### src/rtl/regfile_pkg.sv
// rtl/regfile_pkg.sv - shared types, defaults and address-width helper for the multi-port register file
package regfile_pkg;

    typedef enum logic {
        CLEAR,
        READY
    } rf_state_e;

    localparam int DEF_XLEN     = 32;
    localparam int DEF_NUM_REGS = 32;

    function automatic int addr_width(input int num_regs);
        return (num_regs <= 2) ? 1 : $clog2(num_regs);
    endfunction

endpackage

### src/rtl/regfile_scoreboard.sv
// rtl/regfile_scoreboard.sv - pending-write bit per register with flush > issue > writeback priority
module regfile_scoreboard
    import regfile_pkg::*;
#(
    parameter int NUM_REGS = DEF_NUM_REGS,
    parameter int NUM_RD   = 2,
    parameter int NUM_WR   = 2,
    parameter int AW       = addr_width(NUM_REGS)
) (
    input  logic                       clk_i,
    input  logic                       reset_i,
    input  logic                       active_i,
    input  logic [NUM_WR-1:0]          wr_en_i,
    input  logic [NUM_WR-1:0][AW-1:0]  wr_addr_i,
    input  logic                       issue_en_i,
    input  logic [AW-1:0]              issue_addr_i,
    input  logic                       flush_i,
    input  logic [NUM_RD-1:0][AW-1:0]  rd_addr_i,
    output logic [NUM_RD-1:0]          busy_o
);

    logic [NUM_REGS-1:0] pending;
    logic [NUM_REGS-1:0] pending_nxt;

    // Issue is applied after writeback so a same-cycle re-issue keeps the bit set.
    always_comb begin
        pending_nxt = pending;
        if (flush_i) begin
            pending_nxt = '0;
        end else begin
            for (int w = 0; w < NUM_WR; w++) begin
                if (wr_en_i[w]) begin
                    pending_nxt[wr_addr_i[w]] = 1'b0;
                end
            end
            if (issue_en_i && issue_addr_i != '0) begin
                pending_nxt[issue_addr_i] = 1'b1;
            end
        end
    end

    always_ff @(posedge clk_i) begin
        if (reset_i) begin
            pending <= '0;
        end else if (active_i) begin
            pending <= pending_nxt;
        end
    end

    always_comb begin
        for (int p = 0; p < NUM_RD; p++) begin
            busy_o[p] = pending[rd_addr_i[p]];
        end
    end

endmodule

### src/rtl/regfile_mp.sv
// rtl/regfile_mp.sv - multi-port register file with sequential clear; REGFILE_BYPASS_EN enables write-to-read forwarding
module regfile_mp
    import regfile_pkg::*;
#(
    parameter int XLEN     = DEF_XLEN,
    parameter int NUM_REGS = DEF_NUM_REGS,
    parameter int NUM_RD   = 2,
    parameter int NUM_WR   = 2,
    parameter int AW       = addr_width(NUM_REGS)
) (
    input  logic                         clk_i,
    input  logic                         reset_i,
    output logic                         init_done_o,
    input  logic [NUM_WR-1:0]            wr_en_i,
    input  logic [NUM_WR-1:0][AW-1:0]    wr_addr_i,
    input  logic [NUM_WR-1:0][XLEN-1:0]  wr_data_i,
    input  logic [NUM_RD-1:0][AW-1:0]    rd_addr_i,
    output logic [NUM_RD-1:0][XLEN-1:0]  rd_data_o,
    output logic [NUM_RD-1:0]            rd_busy_o,
    input  logic                         issue_en_i,
    input  logic [AW-1:0]                issue_addr_i,
    input  logic                         flush_i
);

    rf_state_e       state;
    rf_state_e       state_nxt;
    logic [AW-1:0]   clr_idx;
    logic [XLEN-1:0] regs [NUM_REGS];
    logic            ready;
    logic [NUM_RD-1:0] sb_busy;
    logic [NUM_RD-1:0] byp_hit;

    always_ff @(posedge clk_i) begin
        if (reset_i) begin
            state   <= CLEAR;
            clr_idx <= '0;
        end else begin
            state <= state_nxt;
            if (state == CLEAR) begin
                clr_idx <= clr_idx + AW'(1);
            end
        end
    end

    always_comb begin
        state_nxt = state;
        case (state)
            CLEAR:   if (clr_idx == AW'(NUM_REGS - 1)) state_nxt = READY;
            READY:   state_nxt = READY;
            default: state_nxt = CLEAR;
        endcase
    end

    assign ready       = (state == READY);
    assign init_done_o = ready;

    // Storage has no reset of its own; the CLEAR walk zeroes one entry per cycle.
    always_ff @(posedge clk_i) begin
        if (!reset_i) begin
            if (!ready) begin
                regs[clr_idx] <= '0;
            end else begin
                for (int w = 0; w < NUM_WR; w++) begin
                    if (wr_en_i[w] && wr_addr_i[w] != '0) begin
                        regs[wr_addr_i[w]] <= wr_data_i[w];
                    end
                end
            end
        end
    end

    always_comb begin
        for (int p = 0; p < NUM_RD; p++) begin
            rd_data_o[p] = '0;
            byp_hit[p]   = 1'b0;
            if (ready && rd_addr_i[p] != '0) begin
                rd_data_o[p] = regs[rd_addr_i[p]];
`ifdef REGFILE_BYPASS_EN
                for (int w = 0; w < NUM_WR; w++) begin
                    if (wr_en_i[w] && wr_addr_i[w] == rd_addr_i[p]) begin
                        rd_data_o[p] = wr_data_i[w];
                        byp_hit[p]   = 1'b1;
                    end
                end
`endif
            end
        end
    end

    assign rd_busy_o = ready ? (sb_busy & ~byp_hit) : '0;

    regfile_scoreboard #(
        .NUM_REGS (NUM_REGS),
        .NUM_RD   (NUM_RD),
        .NUM_WR   (NUM_WR),
        .AW       (AW)
    ) u_scoreboard (
        .clk_i        (clk_i),
        .reset_i      (reset_i),
        .active_i     (ready),
        .wr_en_i      (wr_en_i),
        .wr_addr_i    (wr_addr_i),
        .issue_en_i   (issue_en_i),
        .issue_addr_i (issue_addr_i),
        .flush_i      (flush_i),
        .rd_addr_i    (rd_addr_i),
        .busy_o       (sb_busy)
    );

endmodule

### config.mk
export PLATFORM = sky130hd
export DESIGN_NAME = regfile_mp
export DESIGN_NICKNAME = d
export VERILOG_FILES = /design/src/rtl/regfile_pkg.sv /design/src/rtl/regfile_scoreboard.sv /design/src/rtl/regfile_mp.sv
export SDC_FILE = /design/constraint.sdc
export NUM_CORES = 2
export LEC_CHECK = 0
export BUFFER_PORTS_ARGS = -buffer_cell sky130_fd_sc_hd__buf_2
export CAP_MARGIN = 20
export CORE_MARGIN = 2
export CORE_UTILIZATION = 40
export DETAILED_ROUTE_END_ITERATION = 6
export GPL_ROUTABILITY_DRIVEN = 0
export PLACE_DENSITY = 0.52
export SYNTH_ARGS = -nofsm -noshare
export SYNTH_HDL_FRONTEND = slang
export SYNTH_SLANG_ARGS = --single-unit
### constraint.sdc
create_clock -name clk_i -period 11.5 [get_ports clk_i]
set_input_delay 1.15 -clock clk_i [delete_from_list [all_inputs] [get_ports clk_i]]
set_output_delay 1.15 -clock clk_i [all_outputs]
set_load 0.005 [all_outputs]
; ---- Word level (Yosys, flattened, before mapping)
; Memory sizes are Yosys's and may differ from the RTL's.
; Cells that the tools add are included.
[word_totals]
register_bits = 38
latch_bits = 0
ramBits = 1024
romBits = 0
in_bits = 95
wordCells = 69
mem_count = 1
[op_classes]
add_sub_neg = 1
multipliers = 0
n_div = 0
n_lt_le_gt_ge = 8
n_eq_ne = 1
shifts = 0
muxes = 35
bitwise = 6
n_reduce_logical = 14
[mem_list]
columns = memory, words, word_bits, rd, rd_clocked_by_memory_dff, wr, line_no
row1 = regs, 32, 32, 2, 0, 2, regfile_mp.sv:28  ; logic [XLEN-1:0] regs [NUM_REGS];
[op_table]
columns = operator, n
row1 = 2-to-1 mux 32 bit, 9
row2 = bitwise AND 32 bit, 2
row3 = NOT 32 bit, 2
row4 = bitwise OR 32 bit, 1
row5 = OR reduction 32 bit, 1
row6 = "< comparator 5 x 6 -> 1 bit, second input constant", 5
row7 = nonzero test 5 bit, 5
row8 = 2-to-1 mux 1 bit, 18
row9 = demux 1 bit (select 5 bit), 3
row10 = ">= comparator 5 x 1 -> 1 bit, second input constant", 3
row11 = binary-select mux 1 bit (select 5 bit), 2
row12 = logical AND 1 bit, 8
row13 = "adder 5 x 1 -> 5 bit, second input constant", 1
row14 = "== test 5 bit, second input constant", 1
row15 = 2-to-1 mux 5 bit, 1
row16 = 2-to-1 mux 2 bit, 1
row17 = one-hot mux 1 bit (2 select lines), 1
row18 = NOT 1 bit, 1

; ---- Longest topological paths before layout
[depth]
word_depth = 14
mapped_depth = 8
depth_no_buf = 5

; ---- Cells and area by module
; A second synthesis with hierarchy kept.
[unflattened]
cells_unflattened = 5685
hier_area_um2 = 61725.4
[by_module_without_submodules]
columns = module, n_inst, cells_each, area_per_inst_um2
row1 = regfile_mp, 1, 5388, 59373.2
row2 = regfile_scoreboard, 1, 297, 2352.3

; ---- Worst setup path before layout
; No wires, ideal clock.
[synth_path]
path_type = input to register
from = input port wr_addr_i[0] (netlist name)
to = memory regs[3][0] (netlist name), enable pin
t_arrival_ns = 4.505
required_time_ns = 11.030
setup_slack_ns = 6.525
path_stages = 6
path_cell_list = buf_2 > nor2_1 > a211o_1 > buf_2 > a21boi_1 > o31ai_1
[synth_lines]
columns = element, line_no
row1 = "start, declared", regfile_mp.sv:15  ; input logic [NUM_WR-1:0][AW-1:0] wr_addr_i,
row2 = "end, declared", regfile_mp.sv:28

==> results.json <==
{
  "status": "completed",
  "clockRootBuffer": "clkbuf_16",
  "drive_gt1_share_pct": 21.3,
  "post_cts.repair.setup_buffers": 0,
  "cts_inserted_buffers": 118,
  "end_kind": "output pin",
  "reg2reg_from": "init_done_o$_SDFF_PP0_",
  "vias": 45700,
  "max_freq_mhz": 169,
  "crit_path_frequent_cell": "buf_4",
  "io_pins": 162,
  "core_area_um2": 152000,
  "port_buffers": 161,
  "worstPathArrival_ns": 4.78,
  "antenna_found_initial": 15,
  "first_global_vias": 43600,
  "rows": 143,
  "hold_violations": 0,
  "synth_cell_type_count": 66,
  "register_area_um2": 31500,
  "die_w_um": 396,
  "cts_tree": "built",
  "finalSetupViolCount": 0,
  "yosysWarnings": 0,
  "cts_hold_buf": 0,
  "fin_crit_sh_pct": 51.5,
  "synth-seq-cells": 1062,
  "synth_seq_area_share_pct": 51.4,
  "multiInputGateArea_um2": 27400,
  "reg2regPathDepth": 6,
  "grt-ovfl-total": 0,
  "critical_path_required_ns": 10.35,
  "track_usage_pct": 30.3,
  "regToRegEndpoint": "regs[2][12]$_DFFE_PP_",
  "crit_path_start": "rd_addr_i[1]",
  "r2r_slack_ns": 7.14,
  "syn-instance-count": 5172,
  "cp_max_fo": 105,
  "synth_edf_count": 1024,
  "detail-route-antenna-nets": 0,
  "via_per_inst": 6.45,
  "clk_pin_slew_worst_paths_ns": 0.06,
  "power_leakage_uw": 0.0202,
  "drt-initial-drc-count": 6449,
  "relSlewSlack_pct": 18.4,
  "pwr_density_cell_nw_per_um2": 129,
  "fin_util_pct": 44.4,
  "syn_avg_cell_area_um2": 11.9,
  "synth_nets": 5269,
  "synth_area_um2": 61300,
  "fin_skew_ns": 0.0257,
  "ir_worst_vdd_mv": 0.108,
  "critPathMaxStageDelay_ns": 0.74,
  "slowest_stage": "buf_4",
  "synthArstFlopShare_pct": 0,
  "critPathCapture": "rd_data_o[30]",
  "cap_violations": 0,
  "critPathLaunchType": "input pin",
  "rsz0062_at_grt": "no",
  "die_h_um": 396,
  "drc": 0,
  "final_net_count": 5036,
  "hpwl_um": 133000,
  "cts-resized-gates": 0,
  "path_class": "input pin to output pin",
  "insertion_delay_ns": 0.76,
  "fin_crit_ns": 5.93,
  "post_drt_wl_per_cell_um": 33.9,
  "mostFrequentLayoutCells": "nand2_1 (1093), edfxtp_1 (1024), o21ai_0 (1016)",
  "dieArea_um2": 156000,
  "crit_chain": "buf_8 -> buf_4 -> buf_12 -> nor2_1 -> buf_4 -> a211oi_1 -> a21oi_1 -> o211ai_1 -> buf_2",
  "slew_violations": 0,
  "worst_pin_slew_ns": 1.22,
  "dr.pass1.iters": 6,
  "clock-sinks": 1062,
  "initial_core_util_pct": 40.3,
  "setup_tns_ns": 0,
  "grt_pass1_wl_um": 337000,
  "final_common_cell": "nand2_1",
  "grt_start_max_net_pins": 120,
  "fillers": 13800,
  "area_delta_synth_final_pct": 10.2,
  "wirelength_um": 240000,
  "min-delay-path-class": "flip-flop to flip-flop",
  "synth_ff_type": "edfxtp_1",
  "cts-htree-levels": 3,
  "cts_buffer_depth": 3
}
cell type report:
cell class,instances,share of cell area (%)
antenna,6,0.0222
clock buffer,138,4.55
clock inverter,81,1.26
inverter,44,0.245
multi-input combinational,3425,40.5
sequential,1062,46.6
tap,2030,3.76
timing repair buffer,288,3.00
power by group:
group	internal (uW)	switching (uW)
sequential	4200	12.3
clock	2280	1680
combinational	198	349
total	6680	2050
kinds of logic after synthesis:
logic type | Yosys count | synth area share (%)
xor gates and xnor gates | 3 | 0.0429
and+or+nand+nor | 1318 | 9.11
adders and majority gates | 2 | 0.0408
DFF | 1062 | 51.4
buffers and inverters | 685 | 4.98
AOI/OAI and AO/OA | 1380 | 12.6
muxes | 722 | 21.8
state kept, by name, summed over array words and instances, names as in the netlist:
name and cells:
regs 1024, u_scoreboard.pending 32, clr_idx 5, init_done_o 1
routing by layer:
layer  vias to the layer above  GRT usage, %  wire (um)
li1                      19200             -          -
met2                      2738          48.4     113000
met1                     23300          40.9      93900
met5                         -             0         38
met4                         6          11.2       9000
met3                       457          5.76      24300
critical path: cells and delay by family:
kind	cells	cell delay, ns
AOI/OAI and AO/OA	3	0.91
and+or+nand+nor	1	0.29
buffers and inverters	5	2.26
metrics by stage:
step	std cells	setup WS, ns	power, uW	hold WS (ns)	instance area (um2)
2_1_floorplan	5172	6.52	4660	0.456	61300
3_3_place_gp	6835	5.50	4830	0.476	63300
3_5_place_dp	6839	5.53	4840	0.480	63400
4_1_cts	7058	5.52	8750	0.488	67300
5_1_grt	7068	5.45	8910	0.505	67500
6_report	7074	5.57	8730	0.491	67500
cell usage after synthesis (14+ instances only):
cell | number | area share (%)
nand2_1 | 1094 | 6.7
edfxtp_1 | 1024 | 50
o21ai_0 | 1016 | 8.3
mux4_2 | 490 | 18
clkbuf_1 | 358 | 2.2
mux2i_1 | 202 | 3.3
buf_2 | 188 | 1.5
a21oi_1 | 64 | 0.52
buf_4 | 52 | 0.64
o22ai_1 | 44 | 0.45
inv_1 | 43 | 0.26
o31ai_1 | 41 | 0.50
a22oi_1 | 39 | 0.48
dfxtp_1 | 38 | 1.2
buf_1 | 35 | 0.21
nand3_1 | 35 | 0.29
a221oi_1 | 33 | 0.47
a22o_1 | 32 | 0.46
mux2_2 | 30 | 0.55
nor2b_1 | 30 | 0.31
nor2_1 | 29 | 0.18
o21bai_1 | 23 | 0.28
o221ai_1 | 22 | 0.31
o22a_1 | 22 | 0.31
and3_1 | 20 | 0.20
and3b_1 | 15 | 0.21
and2_1 | 14 | 0.14
worst min path at each step:
stage,endpoint,startpoint,slack (ns),cells after the start
finish,u_scoreboard.pending[23]$_SDFFE_PP0P_,u_scoreboard.pending[23]$_SDFFE_PP0P_,0.49,2
global route,u_scoreboard.pending[0]$_SDFFE_PP0P_,u_scoreboard.pending[0]$_SDFFE_PP0P_,0.50,1
CTS,u_scoreboard.pending[5]$_SDFFE_PP0P_,u_scoreboard.pending[5]$_SDFFE_PP0P_,0.49,2
detailed placement,u_scoreboard.pending[5]$_SDFFE_PP0P_,u_scoreboard.pending[5]$_SDFFE_PP0P_,0.48,2
global placement,u_scoreboard.pending[9]$_SDFFE_PP0P_,u_scoreboard.pending[9]$_SDFFE_PP0P_,0.48,2
floorplan,u_scoreboard.pending[20]$_SDFFE_PP0P_,u_scoreboard.pending[20]$_SDFFE_PP0P_,0.46,2
Note: power is estimated with default switching activity, not from simulation.
